`src/rtl/messbauer_pkg.sv`:
```
// Shared Messbauer definitions: monitor state encoding, error flag bit positions, widths.
// Later spectrum-accumulation stages import the same package.
package messbauer_pkg;

  localparam int IDX_W       = 10;
  localparam int FRAME_CNT_W = 16;
  localparam int TMO_W       = 24;
  localparam int ERR_W       = 4;

  localparam logic [IDX_W-1:0] IDX_MAX = '1;

  typedef enum logic {
    ST_IDLE = 1'b0,
    ST_RUN  = 1'b1
  } mon_state_t;

  localparam int ERR_MISSING  = 0;
  localparam int ERR_EXTRA    = 1;
  localparam int ERR_OVERFLOW = 2;
  localparam int ERR_TIMEOUT  = 3;

endpackage

```
`src/rtl/messbauer_edge_detector.sv`:
```
// Rising-edge detector: one registered history bit, rise = in & ~previous in.
// A level held high produces a single-cycle rise.
module messbauer_edge_detector (
  input  logic aclk,
  input  logic areset_n,
  input  logic in,
  output logic rise
);

  logic in_q;

  always_ff @(posedge aclk or negedge areset_n) begin
    if (!areset_n) in_q <= 1'b0;
    else           in_q <= in;
  end

  assign rise = in & ~in_q;

endmodule

```
`src/rtl/messbauer_channel_monitor.sv`:
```
// Monitors the Messbauer drive generator: counts channel pulses per frame, checks
// frame length on each start pulse, and flags timeouts, overflow and length errors.
//
//   state   | meaning
//   --------+--------------------------------------------------------------
//   ST_IDLE | waiting for a start edge; channel edges ignored
//   ST_RUN  | counting channel edges; start edge closes and reopens frame
module messbauer_channel_monitor
  import messbauer_pkg::*;
#(
  parameter int CHANNEL_NUMBER = 512,
  parameter int TIMEOUT_CYCLES = 1048575
) (
  input  logic                   aclk,
  input  logic                   areset_n,
  input  logic                   start,
  input  logic                   channel,
  input  logic                   clear_errors,
  output logic [IDX_W-1:0]       channel_index,
  output logic                   frame_done,
  output logic                   frame_ok,
  output logic [IDX_W-1:0]       last_channel_count,
  output logic [FRAME_CNT_W-1:0] frame_count,
  output logic [ERR_W-1:0]       error_flags
);

  localparam logic [IDX_W-1:0] CHAN_NUM = IDX_W'(CHANNEL_NUMBER);
  // Down-counter reloads to TIMEOUT_CYCLES-1 on any edge; terminal count 0 means
  // TIMEOUT_CYCLES quiet cycles have elapsed since that edge.
  localparam logic [TMO_W-1:0] TMO_LOAD = TMO_W'(TIMEOUT_CYCLES - 1);

  mon_state_t       state, state_nxt;
  logic             start_rise, chan_rise;
  logic [TMO_W-1:0] tmo_cnt, tmo_nxt;
  logic [IDX_W-1:0] idx_nxt;
  logic [ERR_W-1:0] err_set;
  logic             frame_close, timeout_hit;

  messbauer_edge_detector u_start_edge (
    .aclk     (aclk),
    .areset_n (areset_n),
    .in       (start),
    .rise     (start_rise)
  );

  messbauer_edge_detector u_chan_edge (
    .aclk     (aclk),
    .areset_n (areset_n),
    .in       (channel),
    .rise     (chan_rise)
  );

  always_ff @(posedge aclk or negedge areset_n) begin
    if (!areset_n) state <= ST_IDLE;
    else           state <= state_nxt;
  end

  always_comb begin
    state_nxt = state;
    if (state == ST_IDLE) begin
      if (start_rise) state_nxt = ST_RUN;
    end else if (!start_rise && !chan_rise && tmo_cnt == '0) begin
      state_nxt = ST_IDLE;
    end
  end

  always_comb begin
    frame_close = 1'b0;
    timeout_hit = (state == ST_RUN) && (state_nxt == ST_IDLE);
    idx_nxt     = channel_index;
    err_set     = '0;
    tmo_nxt     = tmo_cnt;

    if (start_rise || chan_rise)                tmo_nxt = TMO_LOAD;
    else if (state == ST_RUN && tmo_cnt != '0) tmo_nxt = tmo_cnt - 1'b1;

    if (state == ST_IDLE) begin
      if (start_rise) idx_nxt = {{(IDX_W-1){1'b0}}, chan_rise};
    end else if (start_rise) begin
      // A channel edge coinciding with start belongs to the new frame.
      frame_close = 1'b1;
      idx_nxt     = {{(IDX_W-1){1'b0}}, chan_rise};
      err_set[ERR_MISSING] = (channel_index < CHAN_NUM);
      err_set[ERR_EXTRA]   = (channel_index > CHAN_NUM);
    end else if (chan_rise) begin
      if (channel_index == IDX_MAX) err_set[ERR_OVERFLOW] = 1'b1;
      else                          idx_nxt = channel_index + 1'b1;
    end else if (timeout_hit) begin
      idx_nxt              = '0;
      err_set[ERR_TIMEOUT] = 1'b1;
    end
  end

  always_ff @(posedge aclk or negedge areset_n) begin
    if (!areset_n) begin
      channel_index      <= '0;
      tmo_cnt            <= '0;
      frame_done         <= 1'b0;
      frame_ok           <= 1'b0;
      last_channel_count <= '0;
      frame_count        <= '0;
      error_flags        <= '0;
    end else begin
      channel_index <= idx_nxt;
      tmo_cnt       <= tmo_nxt;
      frame_done    <= frame_close;
      if (frame_close) begin
        last_channel_count <= channel_index;
        frame_ok           <= (channel_index == CHAN_NUM);
        frame_count        <= frame_count + 1'b1;
      end
      // New errors are OR-ed after the clear so they survive a same-cycle clear.
      error_flags <= (clear_errors ? '0 : error_flags) | err_set;
    end
  end

endmodule

```
`config.mk`:
```
export PLATFORM = sky130hd
export DESIGN_NAME = messbauer_channel_monitor
export DESIGN_NICKNAME = d
export VERILOG_FILES = /design/src/rtl/messbauer_pkg.sv /design/src/rtl/messbauer_edge_detector.sv /design/src/rtl/messbauer_channel_monitor.sv
export SDC_FILE = /design/constraint.sdc
export NUM_CORES = 1
export LEC_CHECK = 0
export CAP_MARGIN = 20
export CORE_MARGIN = 8
export CORE_UTILIZATION = 54
export DETAILED_ROUTE_END_ITERATION = 6
export PLACE_DENSITY = 0.79
export SYNTH_ARGS = -nofsm -noshare
export SYNTH_HDL_FRONTEND = slang
export SYNTH_SLANG_ARGS = --single-unit
```
`constraint.sdc`:
```
create_clock -name aclk -period 3.15 [get_ports aclk]
set_clock_uncertainty 0.15 [all_clocks]
set_input_delay 0.4725 -clock aclk [delete_from_list [all_inputs] [get_ports aclk]]
set_output_delay 0.4725 -clock aclk [all_outputs]
set_load 0.1 [all_outputs]
```
==> impl_results.md <==
- Final cell count without fillers: 456
- Via/cell ratio: 5.64
- Leak pwr: 1.71 nW
- Port Buffers: 46
- Synth area leader: dfrtp_1
- First-pass GRT wire length: 12.1 mm
- CP most frequent cell: or4_4
- Max_slew headroom: 0.426
- Post-placement cell count: 440
- Die area: 8690 um^2
- Sequential element share of the synthesized area: 0.536
- Net count, final: 386
- Final setup TNS: 0 ns
- Synth Register Bits: 69
- Post-synth EDFFs: 0
- Largest cells by area after synthesis: dfrtp_1, xnor2_1, nand2_1
- Post-CTS Setup Inserts: 0
- Syn nets: 326
- Fill count: 473
- Internal power: 1.51 mW
- Clock latency on the worst-skew pair: 0.33 ns
- Clock tree root buffer cell: clkbuf_8
- P per Cell Area: 593 nW/um^2
- Cts-stage hold buffer count: 0
- Synth Cell Area: 3220 um^2
- Core box area: 5850 um^2
- Residual DRC: 0
- Num CTS Buffers: 9
- Total power: 2.34 mW
- Hold/Removal Path Class: in2async
- CTS H-tree lvls: 3
- Vias in the first global route: 2,442
- Worst-Margin Slew: 0.861 ns
- DRT Pass-1 Iters: 5
- Final Max Slew Viols: 0
- Final GP Congestion: 0.884
- CTS tree: built
- Status: complete, no violations
- HPWL after DPL: 5.29 mm
- Warnings, synthesis: 0
- Max incr delay on CP: 0.59 ns
- Hold Vio Cnt, Final: 0
- Critical path class: reg2reg
- N_diodes: 0
- Worst reg-to-reg setup slack: 0.49 ns
- Worst Path Required: 3.20 ns
- Slowest cell on crit path: or4_4
- 1st-iter DRT viols: 152
- Most used DFF post-synth: dfrtp_1
- Most frequent cells in the layout: dfrtp_1, buf_4, nand2_1, xnor2_1, nor2_1
- CP cell instances: or4_4 > nand2b_4 > or4_4 > o211ai_2 > buf_4 > o21ai_0
- Ports: 47
- P_sw: 827 uW
- Synth top area share: 0.536
- Post_cts resized: 0
- Syn_area_per_cell: 10.2 um^2
- Max-Cap Viols: 0
- Layout cells sized above 1: 0.213
- Maximum clock path buffer count: 2
- Largest net degree at the start of global routing: 39
- Sw Ratio: 0.354
- CTS sink cnt: 69
- Clk pwr share: 0.338
- # setup viols final: 0
- Fmax: 376 MHz
- FFs w/ async S/R, synth: 1.00
- Commonest non-fill, non-tap cell in the layout: dfrtp_1
- Die H: 93.2 um
- Worst vdd ir: 0.000456 V
- Final ANT Viol Nets: 0
- RSZ-0062 raised after global routing: no
- CP Capture Type: flop
- Grt total ovfl: 0
- Synth unique cells: 40
- Die Span X: 93.2 um
- Sequential power share: 0.431
- Final Cycle Share: 0.844
- Fin crit period: 2.66 ns
- Via count: 2,570
- CP max FO: 11
- Area grow syn2layout: 22.5%
- Startpoint Class: flop
- Routed len/inst: 15.8 um
- Worst-path clk slew: 0.08 ns
- Initial Util: 0.550
- Cells after synthesis: 316
- Drt total wl: 7.18 mm
- Row cnt: 28
- Part of the power in combinational logic: 0.230
- Initial antenna violation count: 0
- Critical Path AT: 2.71 ns
- Gr usage total: 0.175
==> power groups by stage <==
stage	clock [mW]	combinational (mW)	sequential, mW
finish	0.790	0.539	1.01
detailed placement	0	0.543	1.03
floorplan	0	0.124	1.30
CTS	0.805	0.545	1.01
global route	0.839	0.568	1.02
global placement	0	0.533	1.02
==> path summary, 6_finish.rpt <==
check / cells past startpoint / endpoint / startpoint
setup reg to reg: 6 / channel_index[1] / tmo_cnt[16]
hold reg to reg: 1 / frame_count[15] / frame_count[15]
setup / recovery: 6 / channel_index[1] / tmo_cnt[16]
max in group asynchronous: 2 / tmo_cnt[4] / areset_n
hold / removal: 1 / last_channel_count[2] / areset_n
min in group aclk: 1 / frame_count[15] / frame_count[15]
==> state kept, by name, indices dropped and copies added, names as in the netlist <==
| signal | flops |
|---|---|
| tmo_cnt | 24 |
| frame_count | 16 |
| channel_index | 10 |
| last_channel_count | 10 |
| error_flags | 4 |
| frame_done | 1 |
| frame_ok | 1 |
| state | 1 |
| u_chan_edge.in_q | 1 |
| u_start_edge.in_q | 1 |
==> cell usage after synthesis, types with 2 or more instances <==
cell type / instances
nor4_1: 12
nand4_1: 13
mux2_2: 5
nor3_1: 14
or4_4: 2
buf_6: 2
nand3_1: 17
a21o_1: 2
o211ai_1: 2
nor2_1: 18
o21ai_0: 11
a31oi_1: 5
dfrtp_1: 69
nand3b_1: 3
nor3b_1: 3
ha_1: 5
a21oi_1: 6
o22ai_1: 3
and3_1: 5
xnor2_1: 25
nor2b_1: 2
inv_1: 11
o31ai_1: 2
xor2_1: 9
nand2_1: 45
or3_1: 4
nand2b_1: 4
clkbuf_1: 5
==> layout make-up <==
type / count / area [um^2] / area share
sequential: 69 / 1730 / 0.438
multi-input combinational: 228 / 1410 / 0.358
timing repair buffer: 57 / 449 / 0.114
clock buffer: 9 / 124 / 0.0314
clock inverter: 7 / 97.6 / 0.0247
tap: 75 / 93.8 / 0.0238
inverter: 11 / 41.3 / 0.0105
==> kinds of logic after synthesis <==
group	after synthesis	share of synthesized area
compound gates	36	0.0703
fa+ha+maj	5	0.0194
buf+inv	19	0.0272
simple gates	148	0.237
flops	69	0.536
xor+xnor	34	0.0925
mux	5	0.0175
==> layer usage <==
layer / part of all wire / GRT usage
met1: 0.47 / 0.237
met2: 0.47 / 0.270
met3: 0.054 / 0.0296
met4: 0.010 / 0.0792
met5: 0 / 0
==> critical path, delay by kind of cell (launching register included) <==
kind | cells | cell delay, ns
and+or+nand+nor | 3 | 1.32
DFF | 1 | 0.42
buffers and inverters | 1 | 0.20
AOI/OAI and AO/OA | 2 | 0.43
==> stage by stage <==
step	setup WS, ns	utilization	instance area [um^2]	hold WS, ns
after floorplan	0.717	-	3220	0.0269
after global placement	0.452	0.634	3710	0.312
after detailed placement	0.358	0.636	3720	0.318
after CTS	0.476	0.674	3940	0.112
after global routing	0.302	0.674	3940	0.149
final	0.491	0.674	3940	0.0943
Note: power is estimated with default switching activity, not from simulation.
